### config.mk
export PLATFORM = sky130hd
export DESIGN_NAME = int_ctrl
export DESIGN_NICKNAME = d
export VERILOG_FILES = /design/src/rtl/int_ctrl_pkg.sv /design/src/rtl/int_ctrl_irq_sync_edge.sv /design/src/rtl/int_ctrl.sv
export SDC_FILE = /design/constraint.sdc
export NUM_CORES = 1
export LEC_CHECK = 0
export CAP_MARGIN = 30
export CORE_MARGIN = 8
export CORE_UTILIZATION = 30
export CTS_BUF_LIST = sky130_fd_sc_hd__clkbuf_4 sky130_fd_sc_hd__clkbuf_8 sky130_fd_sc_hd__clkbuf_16
export DETAILED_ROUTE_END_ITERATION = 16
export GPL_ROUTABILITY_DRIVEN = 0
export GPL_TIMING_DRIVEN = 1
export HOLD_SLACK_MARGIN = 0.06
export PLACE_DENSITY = 0.64
export SLEW_MARGIN = 15
export SYNTH_ARGS = -nofsm -noshare
export SYNTH_HDL_FRONTEND = slang
export SYNTH_SLANG_ARGS = --single-unit
### constraint.sdc
create_clock -name clk -period 3.52 [get_ports clk]
set_clock_uncertainty 0.05 [all_clocks]
set_input_delay 0.704 -clock clk [delete_from_list [all_inputs] [get_ports clk]]
set_output_delay 0.704 -clock clk [all_outputs]
set_load 0.1 [all_outputs]
### src/rtl/int_ctrl_pkg.sv
// int_ctrl_pkg: cause codes and sequencer state encoding shared by int_ctrl.
package int_ctrl_pkg;

  localparam int unsigned CAUSE_SYS      = 8;
  localparam int unsigned CAUSE_OV       = 12;
  localparam int unsigned CAUSE_IRQ_BASE = 16;

  typedef enum logic [1:0] {
    ST_IDLE    = 2'd0,
    ST_ENTER   = 2'd1,
    ST_HANDLER = 2'd2,
    ST_RETURN  = 2'd3
  } state_e;

endpackage

### src/rtl/int_ctrl_irq_sync_edge.sv
// irq_sync_edge: two-flop synchroniser for one asynchronous interrupt line,
// followed by a rising-edge detector on the synchronised level.
//   clk, rst : clock, asynchronous active-high reset
//   din      : raw asynchronous level
//   rise_c   : one-cycle pulse when the synchronised level goes 0 -> 1
module irq_sync_edge (
  input  logic clk,
  input  logic rst,
  input  logic din,
  output logic rise_c
);

  logic meta;
  logic sync;
  logic prev;

  // meta/sync form the synchroniser, prev holds last synchronised level
  always_ff @(posedge clk or posedge rst) begin
    if (rst) begin
      meta <= 1'b0;
      sync <= 1'b0;
      prev <= 1'b0;
    end else begin
      meta <= din;
      sync <= meta;
      prev <= sync;
    end
  end

  assign rise_c = sync & ~prev;

endmodule

### src/rtl/int_ctrl.sv
// int_ctrl: interrupt/exception sequencer in front of the CP0 register file.
// Latches synchronised interrupt edges, picks the highest-priority event at an
// instruction boundary and issues one-cycle EPC/Cause/Enable write strobes and
// a fetch redirect; on ERET re-enables interrupts and returns to EPC.
//   irq_i                   : raw asynchronous interrupt levels
//   syscall_i/ovf_i/eret_i  : committed events, qualified by inst_done_i
//   pc_next_i               : next PC, latched by CP0 itself on write_epc_o
//   int_en_i, base_i, epc_i : current CP0 Enable[0], Base and EPC
//   write_*_o, cause_o, int_en_o : registered CP0 write strobes and data
//   redirect_o, redirect_pc_o    : one-cycle fetch redirect
//   irq_ack_o               : one-hot acknowledge of the serviced line
//   nest_err_o              : sticky, exception raised inside the handler
module int_ctrl
  import int_ctrl_pkg::*;
#(
  parameter int unsigned NUM_IRQ = 8,
  parameter int unsigned CAUSE_W = 5
) (
  input  logic               clk,
  input  logic               rst,
  input  logic [NUM_IRQ-1:0] irq_i,
  input  logic               syscall_i,
  input  logic               ovf_i,
  input  logic               eret_i,
  input  logic               inst_done_i,
  input  logic [31:0]        pc_next_i,
  input  logic               int_en_i,
  input  logic [31:0]        base_i,
  input  logic [31:0]        epc_i,
  output logic               write_epc_o,
  output logic               write_cause_o,
  output logic [CAUSE_W-1:0] cause_o,
  output logic               write_int_o,
  output logic               int_en_o,
  output logic               redirect_o,
  output logic [31:0]        redirect_pc_o,
  output logic [NUM_IRQ-1:0] irq_ack_o,
  output logic               nest_err_o
);

  state_e             state;
  state_e             state_n;
  logic [NUM_IRQ-1:0] rise;
  logic [NUM_IRQ-1:0] pending;
  logic [NUM_IRQ-1:0] pending_n;
  logic [NUM_IRQ-1:0] irq_sel;
  logic [CAUSE_W-1:0] irq_code;
  logic               enter;
  logic               write_epc_n;
  logic               write_cause_n;
  logic [CAUSE_W-1:0] cause_n;
  logic               write_int_n;
  logic               int_en_n;
  logic               redirect_n;
  logic [31:0]        redirect_pc_n;
  logic [NUM_IRQ-1:0] irq_ack_n;
  logic               nest_err_n;

  // pc_next_i goes straight to CP0; it is listed here only for the contract
  logic unused_pc_next;
  assign unused_pc_next = ^pc_next_i;

  // One synchroniser + edge detector per line
  for (genvar k = 0; k < NUM_IRQ; k++) begin : g_sync
    irq_sync_edge u_sync (
      .clk    (clk),
      .rst    (rst),
      .din    (irq_i[k]),
      .rise_c (rise[k])
    );
  end

  // A new edge wins over a simultaneous acknowledge
  assign pending_n = (pending & ~irq_ack_o) | rise;

  // Priority encoder: lowest pending index wins
  always_comb begin
    irq_sel  = '0;
    irq_code = '0;
    for (int k = int'(NUM_IRQ) - 1; k >= 0; k--) begin
      if (pending[k]) begin
        irq_sel    = '0;
        irq_sel[k] = 1'b1;
        irq_code   = CAUSE_W'(CAUSE_IRQ_BASE + 32'(k));
      end
    end
  end

  // Next state and next registered outputs
  always_comb begin
    state_n       = state;
    enter         = 1'b0;
    write_epc_n   = 1'b0;
    write_cause_n = 1'b0;
    cause_n       = '0;
    write_int_n   = 1'b0;
    int_en_n      = 1'b0;
    redirect_n    = 1'b0;
    redirect_pc_n = '0;
    irq_ack_n     = '0;
    nest_err_n    = nest_err_o;

    case (state)
      ST_IDLE: begin
        if (inst_done_i && (syscall_i || ovf_i)) begin
          enter   = 1'b1;
          cause_n = syscall_i ? CAUSE_W'(CAUSE_SYS) : CAUSE_W'(CAUSE_OV);
        end else if (inst_done_i && int_en_i && (|pending)) begin
          enter     = 1'b1;
          cause_n   = irq_code;
          irq_ack_n = irq_sel;
        end
      end
      ST_ENTER: state_n = ST_HANDLER;
      ST_HANDLER: begin
        // Nested exceptions are flagged and otherwise dropped
        if (inst_done_i && (syscall_i || ovf_i)) begin
          nest_err_n = 1'b1;
        end
        if (inst_done_i && eret_i) begin
          state_n       = ST_RETURN;
          write_int_n   = 1'b1;
          int_en_n      = 1'b1;
          redirect_n    = 1'b1;
          redirect_pc_n = epc_i;
        end
      end
      ST_RETURN: state_n = ST_IDLE;
      default:   state_n = ST_IDLE;
    endcase

    if (enter) begin
      state_n       = ST_ENTER;
      write_epc_n   = 1'b1;
      write_cause_n = 1'b1;
      write_int_n   = 1'b1;
      int_en_n      = 1'b0;
      redirect_n    = 1'b1;
      redirect_pc_n = base_i;
    end
  end

  // State, pending set and registered strobes
  always_ff @(posedge clk or posedge rst) begin
    if (rst) begin
      state         <= ST_IDLE;
      pending       <= '0;
      write_epc_o   <= 1'b0;
      write_cause_o <= 1'b0;
      cause_o       <= '0;
      write_int_o   <= 1'b0;
      int_en_o      <= 1'b0;
      redirect_o    <= 1'b0;
      redirect_pc_o <= '0;
      irq_ack_o     <= '0;
      nest_err_o    <= 1'b0;
    end else begin
      state         <= state_n;
      pending       <= pending_n;
      write_epc_o   <= write_epc_n;
      write_cause_o <= write_cause_n;
      cause_o       <= cause_n;
      write_int_o   <= write_int_n;
      int_en_o      <= int_en_n;
      redirect_o    <= redirect_n;
      redirect_pc_o <= redirect_pc_n;
      irq_ack_o     <= irq_ack_n;
      nest_err_o    <= nest_err_n;
    end
  end

endmodule

## Word-level counts from Yosys, hierarchy flattened

Cells that the tools add are included.

| cells by class | value |
|---|---|
| equality and inequality tests | 4 |
| muxes and demuxes | 37 |
| div/mod/pow operators | 0 |
| bitwise gates (word level) | 19 |
| multiply operators | 0 |
| shift operators | 0 |
| $add $sub $neg | 0 |
| reductions and logical operators | 10 |
| magnitude comparators | 0 |

Operators by type and width:

| kind | count |
|---|---|
| two-way mux 32 bit | 3 |
| two-way mux 8 bit | 11 |
| two-way mux 5 bit | 11 |
| AND 1 bit | 8 |
| AND 8 bit | 1 |
| two-way mux 1 bit | 8 |
| NOT 1 bit | 8 |
| NOT 8 bit | 1 |
| bitwise OR 8 bit | 1 |
| OR reduction 8 bit | 1 |
| one-hot mux 2 bit (3 select lines) | 1 |
| equality test 2 bit (second input constant) | 2 |
| logical AND 1 bit | 4 |
| two-way mux 2 bit | 2 |
| AND reduction 2 bit | 2 |
| nonzero test 4 bit | 1 |
| two-way mux 3 bit | 1 |
| != test 3 bit (second input constant) | 1 |
| equality test 2 x 1 -> 1 bit (second input constant) | 1 |
| zero test 2 bit | 1 |
| logical OR 1 bit | 1 |

| storage, ports and cells | value |
|---|---|
| bits in writable memories | 0 |
| bits in latches | 0 |
| register bits | 83 |
| input bits | 111 |
| memory bits (read-only) | 0 |
| memories kept | 0 |
| output and inout port bits | 51 |
| logic and storage cells | 103 |

## Logic depth before layout (Yosys ltp)

| logic depth | value |
|---|---|
| word-level depth | 11 |
| depth in mapped cells | 5 |
| depth with buffers taken out | 4 |

## By module

Synthesis repeated with hierarchy kept, for this count alone.

| unflattened totals | value |
|---|---|
| cells, all modules | 200 |
| area total of the unflattened synthesis | 2946.6 um2 |

By module, submodules not included:

| module | cells an instance | times used | area an instance (um2) | sequential area each (um2) |
|---|---|---|---|---|
| int_ctrl | 160 | 1 | 2205.9 | 1476.4 |
| irq_sync_edge | 5 | 8 | 92.6 | 75.1 |

## Worst setup path after synthesis

No wires, ideal clock.

| path | value |
|---|---|
| path kind | reg2out |
| start point | reg, netlist name write_cause_o |
| end point | out write_epc_o |
| path buffers | 1 |
| data required time | 2.766 ns |
| setup slack | 1.442 ns |
| arrival time | 1.324 ns |
| cell stages (with the launch flop) | 2 |
| cells stage by stage | dfrtp_1 -> buf_4 |

RTL lines:

| item | RTL line | source |
|---|---|---|
| end, declared | int_ctrl.sv:30 | `output logic write_epc_o,` |

## Worst setup path in the final report

| path | value |
|---|---|
| start point | reg irq_ack_o[4] |
| end point | out irq_ack_o[4] |

RTL lines:

| item | RTL line | source |
|---|---|---|
| start, declared | int_ctrl.sv:37 | `output logic [NUM_IRQ-1:0] irq_ack_o,` |
| start signal, assigned | int_ctrl.sv:167 | `irq_ack_o <= irq_ack_n;` |

No word-level cell between the ends.

==> flow_summary.html <==
<table>
<tr><th>Metric</th><th>Value</th></tr>
<tr><th colspan="2">Outcome</th></tr>
<tr><td>Status</td><td>finished clean</td></tr>
<tr><th colspan="2">Setup path</th></tr>
<tr><td>R2R Path Start</td><td>pending[0]</td></tr>
<tr><td>Startpoint of the most critical setup path</td><td>irq_ack_o[4]</td></tr>
<tr><td>Critical Path End Type</td><td>output port</td></tr>
<tr><td>Arrival time reported for the critical path endpoint</td><td>1.86 ns</td></tr>
<tr><td>Cell-by-cell listing of the critical path</td><td>clkdlybuf4s50_1</td></tr>
<tr><td>CP Buf/Inv Count</td><td>1</td></tr>
<tr><td>Largest incremental delay on the critical path</td><td>1.14 ns</td></tr>
<tr><td>Maximum fanout encountered on the critical timing path</td><td>2</td></tr>
<tr><td>Critical path class</td><td>flip-flop to output port</td></tr>
<tr><td>Largest delay share family, worst path</td><td>buffers and inverters</td></tr>
<tr><td>Required @ worst endpoint</td><td>2.77 ns</td></tr>
<tr><td>Worst-path cell with the longest stage delay</td><td>clkdlybuf4s50_1</td></tr>
<tr><td>Worst Setup Start Kind</td><td>flip-flop</td></tr>
<tr><th colspan="2">Timing</th></tr>
<tr><td>Fmax achieved</td><td>0.383 GHz</td></tr>
<tr><td>Final setup violation count</td><td>0</td></tr>
<tr><td>Fin Setup TNS</td><td>0 ns</td></tr>
<tr><td>Rel. slew slack</td><td>33.1%</td></tr>
<tr><td>Pins over their slew limit</td><td>0</td></tr>
<tr><td>Slew at the pin closest to its max-slew limit</td><td>1.00 ns</td></tr>
<tr><td>Shortest clock period the worst path allows after layout</td><td>2.61 ns</td></tr>
<tr><td>RSZ-0062 raised after global routing</td><td>false</td></tr>
<tr><td>Final period utilization</td><td>74.2%</td></tr>
<tr><td>Total count of hold-check failures in the final report</td><td>0</td></tr>
<tr><td>Hold slack</td><td>0.303 ns</td></tr>
<tr><th colspan="2">Final layout</th></tr>
<tr><td>Post-layout instance area</td><td>4380 um2</td></tr>
<tr><td>Nets@finish</td><td>436</td></tr>
<tr><td>Ant. Diodes</td><td>0</td></tr>
<tr><td>Final cell count without fillers</td><td>441</td></tr>
<tr><td>Post-route core utilization</td><td>47.9%</td></tr>
<tr><td>Growth of design area from synthesis to finish</td><td>56.7%</td></tr>
<tr><td>Share of post-route cells with drive strength above 1</td><td>10.6%</td></tr>
<tr><th colspan="2">Synth</th></tr>
<tr><td>FF+latch count, synth</td><td>83</td></tr>
<tr><td>Async set-reset flop share out of synthesis</td><td>100%</td></tr>
<tr><td>Ranking of synthesized cells by instance count</td><td>83 x dfrtp_1, 32 x a22o_1, 19 x inv_1</td></tr>
<tr><td>Proportion of synthesized chip area in sequential cells</td><td>74.2%</td></tr>
<tr><td>Number of enable-type register cells in the synthesized netlist</td><td>0</td></tr>
<tr><td>Main area contributors after synthesis</td><td>dfrtp_1 74%, a22o_1 10%, inv_1 2.5%</td></tr>
<tr><td>Mean cell area of the mapped netlist</td><td>14.8 um2</td></tr>
<tr><td>Area share of the leading cell type in the synthesized netlist</td><td>74.2%</td></tr>
<tr><td>YS warnings</td><td>0</td></tr>
<tr><td>Synth Net Count</td><td>300</td></tr>
<tr><td>Distinct cell type count of the synthesized netlist</td><td>28</td></tr>
<tr><td>Dominant cell by count in the synthesized netlist</td><td>dfrtp_1</td></tr>
<tr><td>Post-Synthesis Cells</td><td>189</td></tr>
<tr><td>Most used DFF post-synth</td><td>dfrtp_1</td></tr>
<tr><td>Leading area contributor after synthesis</td><td>dfrtp_1</td></tr>
<tr><td>Post-synthesis instance area</td><td>2800 um2</td></tr>
<tr><th colspan="2">Global route</th></tr>
<tr><td>Number of global-route vias before repair</td><td>2238</td></tr>
<tr><td>Largest net degree at the start of global routing</td><td>47</td></tr>
<tr><td>Number of antenna violations at the first check in global routing</td><td>0</td></tr>
<tr><td>Global-route usage over all layers</td><td>11.6%</td></tr>
<tr><td>Total gr overflow</td><td>0</td></tr>
<tr><td>First-pass GRT wire length</td><td>11.1 mm</td></tr>
<tr><th colspan="2">CTS</th></tr>
<tr><td>TritonCTS clock tree</td><td>yes</td></tr>
<tr><td>Number of buffers created by CTS</td><td>9</td></tr>
<tr><td>Postcts setup bufs</td><td>0</td></tr>
<tr><td>Cell at the root of the clock tree</td><td>clkbuf_8</td></tr>
<tr><td>Depth of the CTS H-tree</td><td>3</td></tr>
<tr><td>CTS sink cnt</td><td>83</td></tr>
<tr><td>Clock latency on the worst-skew pair</td><td>0.34 ns</td></tr>
<tr><td>Count of instances resized after the clock tree is built</td><td>0</td></tr>
<tr><td>CTS clock-pin slew for the worst setup and hold paths</td><td>0.08 ns</td></tr>
<tr><td>Hold bufs inserted after CTS</td><td>0</td></tr>
<tr><td>Maximum buffer depth of the clock tree</td><td>2</td></tr>
<tr><th colspan="2">Floorplanning</th></tr>
<tr><td>I/O Pins</td><td>162</td></tr>
<tr><td>Initial core utilization</td><td>30.6%</td></tr>
<tr><td>Cell Rows</td><td>35</td></tr>
<tr><td>Placeable core region</td><td>9150 um2</td></tr>
<tr><td>Die footprint</td><td>12700 um2</td></tr>
<tr><td>Die Y</td><td>113 um</td></tr>
<tr><td>Die Wd</td><td>113 um</td></tr>
<tr><th colspan="2">Power and ir drop</th></tr>
<tr><td>Static Leakage</td><td>2.02 nW</td></tr>
<tr><td>Largest voltage drop on the vdd net</td><td>0.338 mV</td></tr>
<tr><td>Cell Pwr Density</td><td>764 nW/um2</td></tr>
<tr><th colspan="2">Detailed routing</th></tr>
<tr><td>Vias</td><td>1984</td></tr>
<tr><td>Per-cell via count in the routed design</td><td>4.50</td></tr>
<tr><td>DRC violation count after routing</td><td>0</td></tr>
<tr><td>Final antenna-violating net count</td><td>0</td></tr>
<tr><td>Final wirelength</td><td>7.10 mm</td></tr>
<tr><td>Number of DRC violations after detailed-routing iteration 0</td><td>63</td></tr>
<tr><td>Pre-Repair DR Iteration Count</td><td>4</td></tr>
<tr><td>Average wire per cell in the routed design</td><td>16.1 um</td></tr>
<tr><th colspan="2">Placed design</th></tr>
<tr><td>Detailed Place HPWL</td><td>5.67 mm</td></tr>
<tr><td>Placed cells</td><td>425</td></tr>
<tr><td>Count of input and output buffers</td><td>129</td></tr>
<tr><td>Post-DP Area</td><td>4190 um2</td></tr>
<tr><th colspan="2">Worst hold path</th></tr>
<tr><td>Worst Hold Launch</td><td>g_sync[1].u_sync.meta</td></tr>
<tr><td>Kind of path behind the tightest hold check</td><td>flip-flop to flip-flop</td></tr>
<tr><th colspan="2">Job</th></tr>
<tr><td>Max-cap violations</td><td>0</td></tr>
</table>
metrics by stage:
step                      total power [mW]  worst slack (ns)
final                                 3.35             0.908
after CTS                             3.40             0.875
after global routing                  3.50             0.846
after floorplan                       2.32             0.629
after global placement                2.70             0.926
after detailed placement              2.71             0.906
layer usage:
layer  wire, um  track usage [%]  vias to the layer above
met5          0                0                        -
met4         95             4.14                        0
met3        874             7.73                        9
met2       3460             18.3                       92
met1       2670             12.0                      948
li1           -                -                      935
final timing paths:
| path | to | slack [ns] | cells after the start |
|---|---|---|---|
| min in group asynchronous | redirect_pc_o[10] | 0.75 | 2 |
| setup / recovery | irq_ack_o[4] | 0.91 | 1 |
| hold reg to reg | g_sync[1].u_sync.sync | 0.30 | 0 |
| max in group asynchronous | redirect_pc_o[3] | 1.92 | 3 |
| setup reg to reg | redirect_pc_o[8] | 1.53 | 5 |
| hold / removal | g_sync[1].u_sync.sync | 0.30 | 0 |
where the power goes:
| part | leakage, nW | internal [mW] | switching [mW] |
|---|---|---|---|
| Clock | 0.104 | 0.333 | 0.344 |
| Combinational | 0.886 | 0.382 | 1.14 |
| Sequential | 1.03 | 1.09 | 0.0576 |
cell usage in the layout, fill, tap and decap left out, types with 2 or more instances in the layout:
cell type,instances
or2_1,2
a22o_1,32
or4_4,2
clkinv_2,3
inv_6,2
o22ai_1,8
nor3_1,4
inv_1,18
nor2_1,8
buf_4,12
clkinv_4,2
a21oi_1,3
dfrtp_1,83
nand2_1,4
clkdlybuf4s50_1,121
nor4_1,2
clkbuf_8,9
cell families after synthesis:
group	after synthesis	share of synthesized area, %
buffers and inverters	27	4.70
and+or+nand+nor	30	6.71
AOI/OAI and AO/OA	48	14.0
xor gates and xnor gates	1	0.313
DFF	83	74.2
cell type report:
class	count	area [um2]
clock inverters	7	75.1
clock buffers	9	124
multi-input cells	79	596
repair buffers	133	1300
flip-flops and latches	83	2080
fillers	839	4770
inverters	19	72.6
well taps	111	139
state kept, by name, indices dropped and copies added (netlist names), 2 cells and up:
register and cells:
redirect_pc_o 32, g_sync.u_sync.meta 8, g_sync.u_sync.prev 8, g_sync.u_sync.sync 8
irq_ack_o 8, pending 8, cause_o 5, state 2
Note: power is estimated with default switching activity, not from simulation.
